$ cat config.mk
export PLATFORM = sky130hd
export DESIGN_NAME = pipeline_hazard_ctrl
export DESIGN_NICKNAME = d
export VERILOG_FILES = /design/src/rtl/riscv_pipe_pkg.sv /design/src/rtl/pipeline_hazard_ctrl_load_use_detect.sv /design/src/rtl/pipeline_hazard_ctrl.sv
export SDC_FILE = /design/constraint.sdc
export NUM_CORES = 1
export LEC_CHECK = 0
export ABC_AREA = 1
export ABC_CLOCK_PERIOD_IN_PS = 1800
export BUFFER_PORTS_ARGS = -buffer_cell sky130_fd_sc_hd__buf_2
export CAP_MARGIN = 20
export CORE_MARGIN = 10
export CORE_UTILIZATION = 40
export DETAILED_ROUTE_END_ITERATION = 12
export RECOVER_POWER = 50
export REMOVE_ABC_BUFFERS = 1
export SYNTH_ARGS = -nofsm -noshare
export SYNTH_HDL_FRONTEND = slang
export SYNTH_HIERARCHICAL = 1
export SYNTH_SLANG_ARGS = --single-unit
$ cat constraint.sdc
create_clock -name clk -period 1.8 [get_ports clk]
set_input_delay 0.18 -clock clk [delete_from_list [all_inputs] [get_ports clk]]
set_output_delay 0.18 -clock clk [all_outputs]
set_load 0.02 [all_outputs]
$ cat src/rtl/riscv_pipe_pkg.sv
// Shared pipeline definitions: register-address width, the x0 constant,
// the hazard-controller FSM state type and a register-match helper.
package riscv_pipe_pkg;

   localparam int REG_ADDR_W = 5;
   localparam logic [REG_ADDR_W-1:0] REG_X0 = 5'd0;

   // Multiply-sequencing states of the hazard controller
   typedef enum logic [1:0] {
      ST_IDLE     = 2'd0,
      ST_MUL_RUN  = 2'd1,
      ST_MUL_DONE = 2'd2
   } hz_state_e;

   // True when a source register matches a destination that is not x0
   function automatic logic reg_match(input logic [REG_ADDR_W-1:0] i_dst,
                                      input logic [REG_ADDR_W-1:0] i_src);
      return (i_dst == i_src) && (i_dst != REG_X0);
   endfunction

endpackage

$ cat src/rtl/pipeline_hazard_ctrl_load_use_detect.sv
// Load-use hazard detector: the instruction in ID/EX is a load whose
// destination (never x0) is a source of the instruction now in ID.
module load_use_detect
   import riscv_pipe_pkg::*;
(
   input  logic                  i_ex_mem_read,
   input  logic [REG_ADDR_W-1:0] i_ex_writereg,
   input  logic [REG_ADDR_W-1:0] i_id_rs1,
   input  logic [REG_ADDR_W-1:0] i_id_rs2,
   output logic                  o_load_use
);

   logic w_match_rs1;
   logic w_match_rs2;

   assign w_match_rs1 = reg_match(i_ex_writereg, i_id_rs1);
   assign w_match_rs2 = reg_match(i_ex_writereg, i_id_rs2);
   assign o_load_use  = i_ex_mem_read & (w_match_rs1 | w_match_rs2);

endmodule

$ cat src/rtl/pipeline_hazard_ctrl.sv
// Pipeline hazard controller: stalls on load-use hazards and sequences a
// multi-cycle multiplier, freezing the front of the pipe while it runs.
module pipeline_hazard_ctrl
   import riscv_pipe_pkg::*;
#(
   parameter int unsigned MUL_LATENCY = 4
) (
   input  logic                  clk,
   input  logic                  reset,
   input  logic [REG_ADDR_W-1:0] id_rs1,
   input  logic [REG_ADDR_W-1:0] id_rs2,
   input  logic                  id_activate_mul,
   input  logic                  ex_mem_read,
   input  logic [REG_ADDR_W-1:0] ex_writereg,
   output logic                  pc_stall,
   output logic                  if_id_stall,
   output logic                  id_ex_bubble,
   output logic                  id_ex_hold,
   output logic                  mul_start,
   output logic                  mul_busy,
   output logic                  mul_result_valid,
   output logic [15:0]           stall_cycles
);

   // Counter reload so that MUL_RUN lasts exactly MUL_LATENCY cycles
   localparam logic [3:0] CNT_LOAD = 4'(MUL_LATENCY - 1);

   hz_state_e   r_state;
   hz_state_e   w_state_nxt;
   logic [3:0]  r_cnt;
   logic [3:0]  w_cnt_nxt;
   logic        r_mul_start;
   logic [15:0] r_stall_cycles;

   logic        w_load_use;
   logic        w_accept;
   logic        w_pc_stall;
   logic        w_bubble;
   logic        w_hold;

   load_use_detect u_load_use_detect (
      .i_ex_mem_read (ex_mem_read),
      .i_ex_writereg (ex_writereg),
      .i_id_rs1      (id_rs1),
      .i_id_rs2      (id_rs2),
      .o_load_use    (w_load_use)
   );

   // State, countdown and start-pulse registers
   always_ff @(posedge clk or posedge reset) begin
      if (reset) begin
         r_state     <= ST_IDLE;
         r_cnt       <= 4'd0;
         r_mul_start <= 1'b0;
      end else begin
         r_state     <= w_state_nxt;
         r_cnt       <= w_cnt_nxt;
         r_mul_start <= w_accept;
      end
   end

   // Next-state and stall decode; MUL_RUN deliberately ignores ID/EX inputs
   always_comb begin
      w_state_nxt = r_state;
      w_cnt_nxt   = r_cnt;
      w_accept    = 1'b0;
      w_pc_stall  = 1'b0;
      w_bubble    = 1'b0;
      w_hold      = 1'b0;
      case (r_state)
         ST_MUL_RUN: begin
            w_pc_stall = 1'b1;
            w_hold     = 1'b1;
            if (r_cnt == 4'd0) begin
               w_state_nxt = ST_MUL_DONE;
            end else begin
               w_cnt_nxt = r_cnt - 4'd1;
            end
         end
         ST_IDLE, ST_MUL_DONE: begin
            if (w_load_use) begin
               w_pc_stall  = 1'b1;
               w_bubble    = 1'b1;
               w_state_nxt = ST_IDLE;
            end else if (id_activate_mul) begin
               w_accept    = 1'b1;
               w_state_nxt = ST_MUL_RUN;
               w_cnt_nxt   = CNT_LOAD;
            end else begin
               w_state_nxt = ST_IDLE;
            end
         end
         default: begin
            w_state_nxt = ST_IDLE;
            w_cnt_nxt   = 4'd0;
         end
      endcase
   end

   // Saturating count of cycles in which the PC is held
   always_ff @(posedge clk or posedge reset) begin
      if (reset) begin
         r_stall_cycles <= 16'd0;
      end else if (w_pc_stall && (r_stall_cycles != 16'hFFFF)) begin
         r_stall_cycles <= r_stall_cycles + 16'd1;
      end else begin
         r_stall_cycles <= r_stall_cycles;
      end
   end

   // Combinational controls are masked so every output reads 0 during reset
   assign pc_stall         = w_pc_stall & ~reset;
   assign if_id_stall      = w_pc_stall & ~reset;
   assign id_ex_bubble     = w_bubble & ~reset;
   assign id_ex_hold       = w_hold & ~reset;
   assign mul_busy         = (r_state == ST_MUL_RUN) & ~reset;
   assign mul_result_valid = (r_state == ST_MUL_DONE) & ~reset;
   assign mul_start        = r_mul_start;
   assign stall_cycles     = r_stall_cycles;

endmodule
# Word level (Yosys, flattened, before mapping)
# Index checks and enable logic that the tools add are counted.
# totals
register_bits	23
inputBits	19
out_inout_bits	23
wordCells	46
# classes
n_addsub	2
eq_ne	9
muxes	15
bitwise	8
reduce_logical	8
# op_table
op	n
16-bit by 1-bit adder with 16-bit output (second input constant)	1
16-bit != test (second input constant)	1
4-bit two-way mux	3
5-bit == test	2
1-bit two-way mux	8
2-bit != test (second input constant)	4
4-bit case mux with 2 select lines	1
1-bit bitwise AND	6
5-bit nonzero test	1
4-bit logical NOT	1
2-bit case mux with 2 select lines	1
4-bit by 1-bit subtractor with 4-bit output (second input constant)	1
1-bit logical AND	3
3-bit AND reduction	1
2-bit by 1-bit == test with 1-bit output (second input constant)	1
2-bit == test (second input constant)	1
2-bit logical NOT	1
2-bit two-way mux	1
1-bit case mux with 2 select lines	1
2-bit OR reduction	1
1-bit inverter	1
1-bit bitwise OR	1

# Depth between registers and ports, before layout
# logic_depth
word_depth	7
depth_mapped	13
mapped_depth_nobuf	12

# By module
# Netlist, hierarchy kept.
# by_module_without_submodules
module	instances	cells_per_inst	area_each_um2	seq_area_each_um2
pipeline_hazard_ctrl	1	201	1438.9	575.6
load_use_detect	1	44	193.9	0.0

# Least setup slack after synthesis
# Ideal clock, no wire load.
# synth_path
path_type	in2out
from	input ex_writereg[3]
to	output pc_stall
arrival_ps	1408
t_required_ps	1620
setup_slack_ps	212
cell_stages	11
path_buffers	1
cell_sequence	inv_2 > nand2_2 > nand2_1 > nor2_1 > nand3_1 > a21oi_2 > nand2_2 > nand2_8 > inv_2 > nor2_1 > buf_4
# synth_via
elab_chain_cells	7
word_cells_on_any_way	10
cone_classes	2 x eq/ne; 2 x mux; 3 x bitwise; 3 x reduce/logical
# synth_lines
item	line	source
start, declared	pipeline_hazard_ctrl.sv:14	input logic [REG_ADDR_W-1:0] ex_writereg,
5-bit == test / 5-bit nonzero test (equally long branches)	riscv_pipe_pkg.sv:18	return (i_dst == i_src) && (i_dst != REG_X0);
1-bit logical AND	riscv_pipe_pkg.sv:18	
1-bit bitwise OR *	pipeline_hazard_ctrl_load_use_detect.sv:18	assign o_load_use = i_ex_mem_read & (w_match_rs1 | w_match_rs2);
1-bit bitwise AND *	pipeline_hazard_ctrl_load_use_detect.sv:18	
named net w_load_use	pipeline_hazard_ctrl.sv:35	logic w_load_use;
1-bit two-way mux *	pipeline_hazard_ctrl.sv:81	if (w_load_use) begin
1-bit case mux with 2 select lines *	pipeline_hazard_ctrl.sv:70	case (r_state)
1-bit bitwise AND *	--	
end, declared	pipeline_hazard_ctrl.sv:15	output logic pc_stall,
# The timed path passes the listed nets; every way through them passes the cells marked *.

# Worst setup path after layout
# layout_path
from	register r_state[0]
to	output if_id_stall
# layout_via
elab_chain_cells	4
word_cells_on_any_way	6
cone_classes	2 x eq/ne; 1 x mux; 1 x bitwise; 2 x reduce/logical
# layout_lines
item	line	source
start, declared	pipeline_hazard_ctrl.sv:28	hz_state_e r_state;
start signal, assigned	pipeline_hazard_ctrl.sv:56	r_state <= w_state_nxt;
2-bit == test / 2-bit logical NOT (equally long branches)	pipeline_hazard_ctrl.sv:70	
2-bit OR reduction	pipeline_hazard_ctrl.sv:70	
1-bit case mux with 2 select lines *	pipeline_hazard_ctrl.sv:70	
1-bit bitwise AND *	pipeline_hazard_ctrl.sv:113	assign if_id_stall = w_pc_stall & ~reset;
end, declared	pipeline_hazard_ctrl.sv:16	output logic if_id_stall,
# Mark *: on every way between the ends. The rest lies on a longest branch, timed or not.

==> flow_metrics.tcl <==
set metrics [dict create \
    dieHeight_um 83.9 \
    drc_errors 0 \
    yosys.cell_types.count 23 \
    synth_cells 245 \
    post_dp_cell_area_um2 1890 \
    cts_buffers 3 \
    period_share_pct 88.2 \
    crit_path_start_kind "register" \
    antenna_cells 0 \
    layout.nets 311 \
    fmax_ghz 0.630 \
    syn_area_per_cell_um2 6.66 \
    core-area_um2 3970 \
    clk_pin_slew_ns 0.09 \
    grt_first_pass_wirelength_mm 7.11 \
    cts_sinks 23 \
    worst_pin_slew_ns 0.440 \
    dr.pass1.iters 4 \
    cts_setup_buffers 0 \
    rrSetupSlack_ns 0.24 \
    critPathKind "register to output pin" \
    die_w_um 83.9 \
    crit_arrival_ns 1.41 \
    htree_levels 1 \
    initialDrtViolationCount 72 \
    dieArea_um2 7040 \
    setup_tns_ns 0 \
    num_vias 1586 \
    grt_busiest_layer "met2" \
    vias_per_cell 4.69 \
    endpoint_kind "output pin" \
    root_buffer "clkbuf_8" \
    cts.path.max_buffers 2 \
    area_growth_pct 18.3 \
    initial_core_util_pct 41.1 \
    whs_ns 0.151 \
    grt_max_degree 18 \
    syn_area_um2 1630 \
    relSlewSlack_pct 70.7 \
    place_hpwl_mm 3.05 \
    grt_pass1_vias 1659 \
    io_buffers 41 \
    synth_seq_cells 23 \
    post_drt_wl_per_cell_um 11.4 \
    use_met1_pct 12.4 \
    grt_overflow 0 \
    final_layout_size_suffix_gt1_share_pct 18.8 \
    ios 42 \
    p_total_w 0.00222 \
    cp.required_ns 1.62 \
    yosysWarnings 6 \
    rsz0062_at_grt "false" \
    min_period_ns 1.59 \
    ant_nets 0 \
    clock_latency_ns 0.27 \
    p_leak_nw 0.993 \
    grt_util_met3_pct 3.91 \
    fin_area_um2 1930 \
    p_per_area_nw_per_um2 1150 \
    setup_violations 0 \
    ir_drop_mv 0.757 \
    outcome "finished, final reports clean" \
    num_rows 23 \
    seq_area_frac_synth_pct 35.2 \
    hold_viol_final 0 \
    clock_skew_ns 0.00401 \
    cts_tree "done" \
    gr-usage-met2_pct 21.1 \
    place_congestion 0.791 \
    critPathMaxFanout 8 \
    antenna_found_initial 0 \
    cap_violations 0 \
    grt_usage_pct 11.8 \
    slew_violations 0 \
    min_path_type "input port to register" \
    wl_mm 3.87 \
]
## what timing repair did
item | 4_1_cts | 5_1_grt
gates resized for setup | 0 | 1
endpoints found under the hold margin | 6 | 0
setup endpoints to repair | 0 | 9
hold buffers | 1 | 0
## cells in the final DEF (no fill, tap or decap)
master / count
nor2_8: 1
xor2_1: 3
o21ai_0: 8
clkinv_2: 1
dfrtp_1: 23
clkbuf_8: 3
nand2_2: 3
dlygate4sd3_1: 1
nand3_1: 17
nand2_8: 1
a21oi_2: 1
ha_1: 3
inv_4: 1
clkbuf_2: 1
clkbuf_1: 11
nand4_1: 9
nor2_2: 2
inv_2: 7
o21ai_1: 6
nand2_4: 1
xnor2_1: 7
nor2_1: 29
a21oi_1: 1
buf_2: 30
nand2_1: 88
inv_1: 27
buf_12: 1
nor3_1: 1
nand3_2: 1
## power breakdown
part / total (W) / switching [W] / internal, W
sequential: 0.000778 / 0.000137 / 0.000641
combinational: 0.00110 / 0.000713 / 0.000392
clock: 0.000338 / 0.000183 / 0.000155
## registers in the layout, indices dropped and copies added (netlist names)
signal        count
r_cnt             4
mul_start         1
stall_cycles     16
r_state           2
## routing by layer
| layer | up-vias | part of all wire (%) |
|---|---|---|
| li1 | 843 | - |
| met1 | 705 | 44 |
| met2 | 36 | 50 |
| met3 | 2 | 5.3 |
| met4 | 0 | 0.57 |
| met5 | - | 0 |
## path summary, 6_finish.rpt
check | startpoint | depth (start not counted) | end
setup / recovery | r_state[0] | 6 | if_id_stall
hold / removal | id_activate_mul | 3 | mul_start
setup reg to reg | stall_cycles[1] | 9 | stall_cycles[7]
hold reg to reg | r_state[0] | 1 | mul_start
max in group asynchronous | reset | 4 | stall_cycles[15]
min in group asynchronous | reset | 3 | mul_start
## kinds of logic after synthesis
family	share of synthesized area (%)
simple gates	41.2
buf+inv	10.7
flops	35.2
compound gates	5.13
xor+xnor	5.36
fa+ha+maj	2.30
## per-stage QoR
stage	std cells	worst slack, ns	utilization [%]
after floorplan	240	0.220	-
after global placement	333	0.202	47.5
after detailed placement	333	0.174	47.5
after CTS	338	0.199	48.9
after global routing	338	0.0265	48.6
final	338	0.213	48.6
## synthesized netlist by cell type (all sizes together)
cell    n  share of area (%)
nand2  93                 23
ha      3                2.3
nor3    1               0.31
o21ai  14                4.3
nand3  18                5.8
inv    35                8.2
a21oi   2               0.84
xor2    3                1.6
buf     5                2.5
dfrtp  23                 35
xnor2   7                3.8
nand4   9                3.4
nor2   32                8.7
## cell type report
type / instances / area, um^2
clock buffers: 3 / 41.3
repair buffers: 44 / 226
inverters: 35 / 134
well taps: 50 / 62.6
clock inverters: 1 / 5.00
multi-input cells: 182 / 887
flip-flops and latches: 23 / 576
fillers: 399 / 2040
## worst max-delay path, cell delays in order (launching register included)
cell	delay, ns
dfrtp_1	0.44
inv_2	0.14
nand2_2	0.11
nand2_8	0.12
inv_2	0.05
nor2_1	0.10
buf_2	0.18
No activity file was read; power rests on OpenSTA's default activity.
